$ cat src/rtl/sm_symbol_mapper_if.sv
// sm_symbol_mapper_if: handshake bundle; master drives flush/bit_in/bit_valid/sym_ready, slave drives bit_ready, out_*, sym_valid, sym_count, busy
interface sm_symbol_mapper_if #(parameter int CNT_W = 16);
  logic flush, bit_in, bit_valid, bit_ready;
  logic [4:0] out_q;
  logic [2:0] out_m_dI1, out_m_dI2, out_m_dQ1, out_m_dQ2;
  logic sym_valid, sym_ready, busy;
  logic [CNT_W-1:0] sym_count;
  modport master (
    output flush, bit_in, bit_valid, sym_ready,
    input bit_ready, out_q, out_m_dI1, out_m_dI2, out_m_dQ1, out_m_dQ2, sym_valid, sym_count, busy
  );
  modport slave (
    input flush, bit_in, bit_valid, sym_ready,
    output bit_ready, out_q, out_m_dI1, out_m_dI2, out_m_dQ1, out_m_dQ2, sym_valid, sym_count, busy
  );
endinterface

$ cat src/rtl/sm_symbol_mapper.sv
// sm_symbol_mapper: serial bits -> Gray 4-PAM spatial-modulation tuples via small FIFO; ports clk, rst, bus (slave: bits in, symbols out, sym_count, busy)
module sm_symbol_mapper #(
  parameter int Q_BITS = 4,
  parameter int M_BITS = 2,
  parameter int FIFO_DEPTH = 2,
  parameter int CNT_W = 16
) (
  input logic clk,
  input logic rst,
  sm_symbol_mapper_if.slave bus
);
  localparam int S = Q_BITS + 4 * M_BITS;
  localparam int CW = $clog2(S);
  localparam int AW = $clog2(FIFO_DEPTH);
  logic [S-2:0] r_sr;
  logic [CW-1:0] r_bit_cnt;
  logic [AW-1:0] r_wp, r_rp;
  logic [AW:0] r_count;
  logic [CNT_W-1:0] r_sym_count;
  logic [16:0] r_mem [FIFO_DEPTH];
  logic w_last, w_accept, w_push, w_pop;
  logic [S-1:0] w_word;
  logic [16:0] w_entry;
  function automatic logic [2:0] pam(input logic [1:0] b);
    return b == 2'b00 ? 3'b101 : b == 2'b01 ? 3'b111 : b == 2'b11 ? 3'b001 : 3'b011;
  endfunction
  assign w_last = r_bit_cnt == CW'(S - 1);
  assign bus.bit_ready = !rst && (!w_last || r_count < (AW+1)'(FIFO_DEPTH) || bus.sym_ready);
  assign w_accept = bus.bit_valid && bus.bit_ready;
  assign w_word = {r_sr, bus.bit_in};
  assign w_push = w_accept && w_last && !bus.flush;
  assign w_pop = r_count != '0 && bus.sym_ready;
  assign w_entry = {5'(w_word[S-1 -: Q_BITS]), pam(w_word[7:6]), pam(w_word[5:4]), pam(w_word[3:2]), pam(w_word[1:0])};
  assign {bus.out_q, bus.out_m_dI1, bus.out_m_dI2, bus.out_m_dQ1, bus.out_m_dQ2} = r_mem[r_rp];
  assign bus.sym_valid = r_count != '0;
  assign bus.sym_count = r_sym_count;
  assign bus.busy = r_bit_cnt != '0 || r_count != '0;
  always_ff @(posedge clk) begin
    if (rst) begin
      r_sr <= '0;
      r_bit_cnt <= '0;
      r_wp <= '0;
      r_rp <= '0;
      r_count <= '0;
      r_sym_count <= '0;
      for (int i = 0; i < FIFO_DEPTH; i++) r_mem[i] <= '0;
    end else begin
      if (bus.flush) begin
        r_sr <= '0;
        r_bit_cnt <= '0;
      end else if (w_accept) begin
        r_sr <= w_word[S-2:0];
        r_bit_cnt <= w_last ? '0 : r_bit_cnt + 1'b1;
      end
      if (w_push) begin
        r_mem[r_wp] <= w_entry;
        r_wp <= r_wp + 1'b1;
      end
      if (w_pop) begin
        r_rp <= r_rp + 1'b1;
        r_sym_count <= r_sym_count + 1'b1;
      end
      r_count <= r_count + (AW+1)'(w_push) - (AW+1)'(w_pop);
    end
  end
endmodule

$ cat src/flat_wrapper.sv
// flat-port wrapper written by rule: the top's interface ports become plain ports
module sm_symbol_mapper_flat 
#(
  parameter int Q_BITS = 4,
  parameter int M_BITS = 2,
  parameter int FIFO_DEPTH = 2,
  parameter int CNT_W = 16
)
  (clk, rst, bus_flush, bus_bit_in, bus_bit_valid, bus_sym_ready, bus_bit_ready, bus_out_q, bus_out_m_dI1, bus_out_m_dI2, bus_out_m_dQ1, bus_out_m_dQ2, bus_sym_valid, bus_sym_count, bus_busy);
  sm_symbol_mapper_if #(.CNT_W(CNT_W)) bus_i ();
  input logic clk;
  input logic rst;
  input wire logic [$bits(bus_i.flush)-1:0] bus_flush;
  input wire logic [$bits(bus_i.bit_in)-1:0] bus_bit_in;
  input wire logic [$bits(bus_i.bit_valid)-1:0] bus_bit_valid;
  input wire logic [$bits(bus_i.sym_ready)-1:0] bus_sym_ready;
  output wire logic [$bits(bus_i.bit_ready)-1:0] bus_bit_ready;
  output wire logic [$bits(bus_i.out_q)-1:0] bus_out_q;
  output wire logic [$bits(bus_i.out_m_dI1)-1:0] bus_out_m_dI1;
  output wire logic [$bits(bus_i.out_m_dI2)-1:0] bus_out_m_dI2;
  output wire logic [$bits(bus_i.out_m_dQ1)-1:0] bus_out_m_dQ1;
  output wire logic [$bits(bus_i.out_m_dQ2)-1:0] bus_out_m_dQ2;
  output wire logic [$bits(bus_i.sym_valid)-1:0] bus_sym_valid;
  output wire logic [$bits(bus_i.sym_count)-1:0] bus_sym_count;
  output wire logic [$bits(bus_i.busy)-1:0] bus_busy;
  assign bus_i.flush = bus_flush;
  assign bus_i.bit_in = bus_bit_in;
  assign bus_i.bit_valid = bus_bit_valid;
  assign bus_i.sym_ready = bus_sym_ready;
  assign bus_bit_ready = bus_i.bit_ready;
  assign bus_out_q = bus_i.out_q;
  assign bus_out_m_dI1 = bus_i.out_m_dI1;
  assign bus_out_m_dI2 = bus_i.out_m_dI2;
  assign bus_out_m_dQ1 = bus_i.out_m_dQ1;
  assign bus_out_m_dQ2 = bus_i.out_m_dQ2;
  assign bus_sym_valid = bus_i.sym_valid;
  assign bus_sym_count = bus_i.sym_count;
  assign bus_busy = bus_i.busy;
  sm_symbol_mapper #(.Q_BITS(Q_BITS), .M_BITS(M_BITS), .FIFO_DEPTH(FIFO_DEPTH), .CNT_W(CNT_W)) u_core (.clk(clk), .rst(rst), .bus(bus_i));
endmodule
$ cat config.mk
export PLATFORM = sky130hd
export DESIGN_NAME = sm_symbol_mapper_flat
export DESIGN_NICKNAME = d
export VERILOG_FILES = /design/src/rtl/sm_symbol_mapper_if.sv /design/src/rtl/sm_symbol_mapper.sv /design/src/flat_wrapper.sv
export SDC_FILE = /design/constraint.sdc
export NUM_CORES = 1
export LEC_CHECK = 0
export CAP_MARGIN = 40
export CORE_AREA = 2 2 123 65
export DETAILED_ROUTE_END_ITERATION = 8
export DIE_AREA = 0 0 125 67
export GPL_TIMING_DRIVEN = 0
export PLACE_DENSITY = 0.62
export SLEW_MARGIN = 20
export SYNTH_ARGS = -nofsm -noshare
export SYNTH_HDL_FRONTEND = slang
export SYNTH_SLANG_ARGS = --single-unit
export TNS_END_PERCENT = 10
$ cat constraint.sdc
create_clock -name clk -period 3 [get_ports clk]
set_input_delay 0.3 -clock clk [delete_from_list [all_inputs] [get_ports clk]]
set_output_delay 0.3 -clock clk [all_outputs]
set_load 0.01 [all_outputs]
==> results_dict.tcl, run 1 <==
set metrics [dict create \
    slowest_stage "clkdlybuf4s50_1" \
    ys_ff_latch 62 \
    hold_path_depth 2 \
    cp_max_fo 10 \
    fillers 667 \
    synthToLayoutAreaGrowth_pct 30.1 \
    die_height_um 67 \
    rsz0062_at_grt "no" \
    grt_pass1_wl_mm 9.45 \
    numCtsBuffers 9 \
    holdCritStartpoint "u_core.r_mem[0][6]" \
    synth_ff_type "dfxtp_1" \
    hp-class "reg2reg" \
    post-place-ws_ns 0.288 \
    ir_drop_mv 0.244 \
    path_cells "clkbuf_1, nand2_1, o21ai_0, buf_4, clkdlybuf4s50_1" \
    diodes 0 \
    clockBufferDepth 2 \
    grt_antenna_before_repair 0 \
    worst_hold_slack_ns 0.445 \
    clk_pin_slew_ns 0.05 \
    slew_violations 0 \
    wl_per_cell_um 13.0 \
    arrival_ns 2.28 \
    cts-htree-levels 3 \
    final_common_cell "nor2_1" \
    std_cell_rows 22 \
    min_period_over_period_pct 85.8 \
    r2r_setup_slack_ns 0.67 \
    drt_iter0_markers 112 \
    min_period_ns 2.58 \
    ys_types 45 \
    critical_path_required_ns 2.70 \
    start_kind "flop" \
    hold_buffers 0 \
    r2r-end "u_core.r_mem[1][12]" \
    drive_gt1_share_pct 12.8 \
    via_count 2036 \
    finalSetupViolations 0 \
    pin_count 42 \
    gp_congestion 0.738 \
    rr_startpoint "u_core.r_bit_cnt[1]" \
    layout.nets 341 \
    cts.sinks 62 \
    first_pass_iters 6 \
    grt.total_usage_pct 14.7 \
    routed_wirelength_mm 5.49 \
    core_area_um2 7210 \
    status "finished, final reports clean" \
    dp.final_hpwl_mm 3.95 \
    fin_ws_ns 0.425 \
    cts_resized 0 \
    grt_pass1_vias 2052 \
    yosysSeqAreaShare_pct 51.5 \
    slowest_delay_ns 0.52 \
    synth_area_um2 2880 \
    worst_slew_pin_slew_ns 0.760 \
    power_density_nw_per_um2 623 \
    clockRootBuffer "clkbuf_16" \
    grt_max_degree 13 \
    drc_errors 0 \
    hold-path-endpoint "u_core.r_mem[0][6]" \
    tns_ns 0 \
    max_freq_ghz 0.388 \
    ant_nets 0 \
    reg2regPathDepth 5 \
    max_slew_margin_pct 48.9 \
    async_flop_share_pct 0 \
    vias_per_cell 4.80 \
    syn_nets 290 \
    multiInputGateArea_um2 1260 \
    tritoncts "yes" \
    regArea_um2 1480 \
    overflow 0 \
    p_leak_uw 0.00144 \
    synth_edf_count 24 \
    avgSynthCellArea_um2 10.6 \
    dieArea_um2 8380 \
    fp.dieW_um 125 \
    layout_common_cells "45 x nor2_1, 40 x clkdlybuf4s50_1, 38 x dfxtp_1, 24 x edfxtp_1, 17 x inv_1" \
    io_buffers 40 \
    skew_ns 0.00489 \
    drv_cap 0 \
    hold_viol 0 \
    postCtsSetupBuffers 0 \
    ys.warnings.count 0 \
    clkLatencyLatePin_ns 0.33 \
    worstSetupEndpointType "output pin" \
    setup.worst_path.class "reg2out" \
    synthCells 272 \
    start_util_pct 39.9 \
]
==> layout make-up <==
type | instances | area share, %
flip-flops and latches | 62 | 39.6
multi-input cells | 180 | 33.7
repair buffers | 40 | 10.7
clock buffers | 9 | 6.02
clock inverters | 7 | 3.21
well taps | 96 | 3.21
plain buffers | 13 | 1.84
inverters | 17 | 1.71
==> registers in the layout, summed over array words and instances, names as in the netlist, named ones only <==
register,cells
u_core.r_sr,11
u_core.r_count,2
u_core.r_rp,1
u_core.r_wp,1
u_core.r_bit_cnt,4
u_core.r_mem,26
u_core.bus.sym_count,16
==> per-layer routing <==
metal	wire (µm)	GRT usage, %	up-vias
li1	-	-	1031
met1	2550	16.3	965
met2	2640	25.6	35
met3	225	5.86	5
met4	82	6.25	0
met5	0	0	-
==> cell families (layout without fill, tap and decap cells) <==
logic type                 after synthesis  after routing  share of synthesized area [%]
AOI/OAI and AO/OA                       19             19                           4.09
xor gates and xnor gates                13             13                           3.96
adders and majority gates               12             12                           5.22
buffers and inverters                   30             86                           4.61
DFF                                     62             62                           51.5
muxes                                   28             28                           10.4
other                                    1              1                          0.130
and+or+nand+nor                        107            107                           20.1
==> worst max-delay path by stage <==
stage,end,depth (start not counted)
2_1_floorplan,u_core.r_mem[1][10],5
3_3_place_gp,u_core.r_mem[0][12],7
3_5_place_dp,u_core.r_mem[0][13],7
4_1_cts,bus_out_m_dI2[0],5
5_1_grt,bus_out_m_dQ2[0],5
6_report,bus_out_m_dI2[0],5
==> report_power, final <==
group          leakage [µW]  total [µW]  switching, µW  internal (µW)
registers          0.000540         922           21.1            901
clock network      0.000166        1200            381            815
logic              0.000737         214           99.9            114
total               0.00144        2330            502           1830
==> worst max-delay path: cells and delay by family (launching register included) <==
family | cells | cell delay (ns)
AO/OA/AOI/OAI | 1 | 0.18
flip-flops | 1 | 0.48
buffers and inverters | 3 | 1.19
AND/OR/NAND/NOR | 1 | 0.09
==> Yosys cell counts (2+ instances only) <==
| cell type | n | area (µm²) |
|---|---|---|
| dfxtp_1 | 38 | 761 |
| nor3_1 | 4 | 20.0 |
| xnor2_1 | 7 | 61.3 |
| nand2b_1 | 4 | 25.0 |
| buf_4 | 5 | 37.5 |
| nand2_1 | 7 | 26.3 |
| a21oi_1 | 8 | 40.0 |
| inv_1 | 17 | 63.8 |
| o21ai_0 | 4 | 20.0 |
| clkbuf_1 | 6 | 22.5 |
| nor2_1 | 45 | 169 |
| and2_1 | 16 | 100 |
| or3_1 | 2 | 12.5 |
| nor2b_1 | 3 | 18.8 |
| xor2_1 | 6 | 52.6 |
| edfxtp_1 | 24 | 721 |
| nand3_1 | 7 | 35.0 |
| mux2i_1 | 14 | 140 |
| mux2_2 | 14 | 158 |
| ha_1 | 12 | 150 |
| nand4_1 | 5 | 31.3 |
==> metrics by stage <==
step	util (%)	std cells	instance area (µm²)	power [µW]
floorplan	-	272	2880	1060
global route	51.9	424	3740	2410
global placement	47.1	408	3400	1150
detailed placement	47.1	408	3400	1160
CTS	51.9	424	3740	2350
finish	51.9	424	3740	2330
Power figures use the tool's default switching activity.
==> inputs of run 2 (changes only) <==
--- a/config.mk
+++ b/config.mk
@@ -6,11 +6,13 @@
 export NUM_CORES = 1
 export LEC_CHECK = 0
 export CAP_MARGIN = 40
+export CELL_PAD_IN_SITES_DETAIL_PLACEMENT = 0
+export CELL_PAD_IN_SITES_GLOBAL_PLACEMENT = 1
 export CORE_AREA = 2 2 123 65
 export DETAILED_ROUTE_END_ITERATION = 8
 export DIE_AREA = 0 0 125 67
 export GPL_TIMING_DRIVEN = 0
-export PLACE_DENSITY = 0.62
+export PLACE_DENSITY = 0.76
 export SLEW_MARGIN = 20
 export SYNTH_ARGS = -nofsm -noshare
 export SYNTH_HDL_FRONTEND = slang
==> run 2 against run 1 <==
  * Combinational power down 2%
  * Worst setup slack improved by 0.0041 ns
  * Die area did not move
  * Global-route usage decreased by 0.64 points
  * Flip-flop and latch count is the same
  * Utilization shrank 0.052 points
  * First-iteration DRC count decreased by 39%
  * Largest cell class unchanged
  * Highest routed layer unchanged
==> results_dict.tcl, run 2 (synthesized netlist as in run 1, its figures left out) <==
set metrics [dict create \
    grt.total_usage_pct 14.0 \
    clockRootBuffer "clkbuf_16" \
    grt_pass1_wl_mm 8.95 \
    pin_count 42 \
    postCtsSetupBuffers 0 \
    holdCritStartpoint "u_core.r_mem[0][6]" \
    clockBufferDepth 2 \
    die_height_um 67 \
    arrival_ns 2.27 \
    hold-path-endpoint "u_core.r_mem[0][6]" \
    setup.worst_path.class "reg2out" \
    routed_wirelength_mm 5.19 \
    clkLatencyLatePin_ns 0.33 \
    layout_common_cells "45 x nor2_1, 40 x clkdlybuf4s50_1, 38 x dfxtp_1, 24 x edfxtp_1, 17 x inv_1" \
    min_period_over_period_pct 85.7 \
    p_switching_uw 462 \
    power_frac_seq_pct 40.0 \
    ir_drop_mv 0.492 \
    finalSetupViolations 0 \
    layout.cells.non_filler 424 \
    layout.nets 341 \
    comb_power_share_pct 9.1 \
    worst_slew_pin_slew_ns 0.765 \
    pwr-share-clk_pct 50.9 \
    grt_antenna_before_repair 0 \
    drive_gt1_share_pct 12.2 \
    std_cell_rows 22 \
    wl_per_cell_um 12.2 \
    r2r_setup_slack_ns 0.72 \
    cts-htree-levels 3 \
    hold_buffers 0 \
    critical_path_required_ns 2.70 \
    first_pass_iters 4 \
    hold_viol 0 \
    io_buffers 40 \
    fp.dieW_um 125 \
    worstSetupEndpointType "output pin" \
    via_count 1999 \
    final_common_cell "nor2_1" \
    ant_nets 0 \
    numCtsBuffers 9 \
    hp-class "reg2reg" \
    overflow 0 \
    reg2regPathDepth 5 \
    start_kind "flop" \
    gp_congestion 0.752 \
    max_freq_ghz 0.389 \
    grt_pass1_vias 2033 \
    cp_max_fo 10 \
    min_period_ns 2.57 \
    hold_path_depth 2 \
    synthToLayoutAreaGrowth_pct 30.0 \
    start_util_pct 39.9 \
    dp.cells 408 \
    p_int_uw 1850 \
    largest_register "u_core.r_mem" \
    skew_ns 0.00477 \
    max_slew_margin_pct 48.6 \
    dieArea_um2 8380 \
    swShare_pct 20.0 \
    tritoncts "yes" \
    rr_startpoint "u_core.r_bit_cnt[1]" \
    power_density_nw_per_um2 618 \
    clk_pin_slew_ns 0.05 \
    diodes 0 \
    cts_resized 0 \
    tns_ns 0 \
    drv_cap 0 \
    p_leak_uw 0.00144 \
    core_area_um2 7210 \
    drc_errors 0 \
    status "finished, final reports clean" \
    r2r-end "u_core.r_mem[1][14]" \
    drt_iter0_markers 68 \
    dp.final_hpwl_mm 3.77 \
    largest_register_ffs 26 \
    cts.sinks 62 \
    slew_violations 0 \
    rsz0062_at_grt "no" \
    grt_max_degree 13 \
    vias_per_cell 4.71 \
]
-- run 2: metal layers --
layer / vias up / GRT usage, % / part of all wire, %
met5: - / 0 / 0
met4: 0 / 7.08 / 2.0
met3: 9 / 5.94 / 3.9
met2: 31 / 23.4 / 47
met1: 930 / 15.7 / 47
li1: 1029 / - / -
-- run 2: power by group through the flow --
stage	logic, µW	clock network, µW	registers (µW)
3_5_place_dp	212	0	939
3_3_place_gp	210	0	939
2_1_floorplan	124	0	934
4_1_cts	214	1200	923
5_1_grt	232	1240	925
6_report	210	1180	923
-- run 2: worst max-delay path by stage --
stage	start	end	slack (ns)	cells past startpoint
finish	flop	bus_out_m_dQ2[0]	0.43	5
global placement	rst	u_core.r_mem[0][13]	0.30	7
CTS	flop	bus_out_m_dQ2[0]	0.37	5
global route	flop	bus_out_m_dI2[0]	0.25	5
detailed placement	rst	u_core.r_mem[0][13]	0.29	7
floorplan	u_core.r_bit_cnt[0]	u_core.r_mem[1][10]	1.01	5
-- run 2: critical path: stages (launching register included) --
cell             delay (ns)
dfxtp_1                0.49
clkbuf_1               0.48
nand2_1                0.09
o21ai_0                0.18
buf_4                  0.18
clkdlybuf4s50_1        0.52
-- run 2: layout make-up --
| type | count | area, µm² |
|---|---|---|
| Fill cell | 657 | 3470 |
| Sequential cell | 62 | 1480 |
| Multi-Input combinational cell | 180 | 1260 |
| Timing Repair Buffer | 40 | 400 |
| Clock buffer | 12 | 246 |
| Tap cell | 96 | 120 |
| Clock inverter | 4 | 95.1 |
| Buffer | 13 | 68.8 |
| Inverter | 17 | 63.8 |
-- run 2: through the flow --
step / setup WS [ns] / util, % / instance area [µm²] / power, µW / hold slack, ns
global route: 0.254 / 51.8 / 3740 / 2400 / 0.505
detailed placement: 0.286 / 47.1 / 3400 / 1150 / 0.444
CTS: 0.369 / 51.8 / 3740 / 2340 / 0.452
floorplan: 1.01 / - / 2880 / 1060 / 0.427
global placement: 0.300 / 47.1 / 3400 / 1150 / 0.440
finish: 0.429 / 51.8 / 3740 / 2310 / 0.449
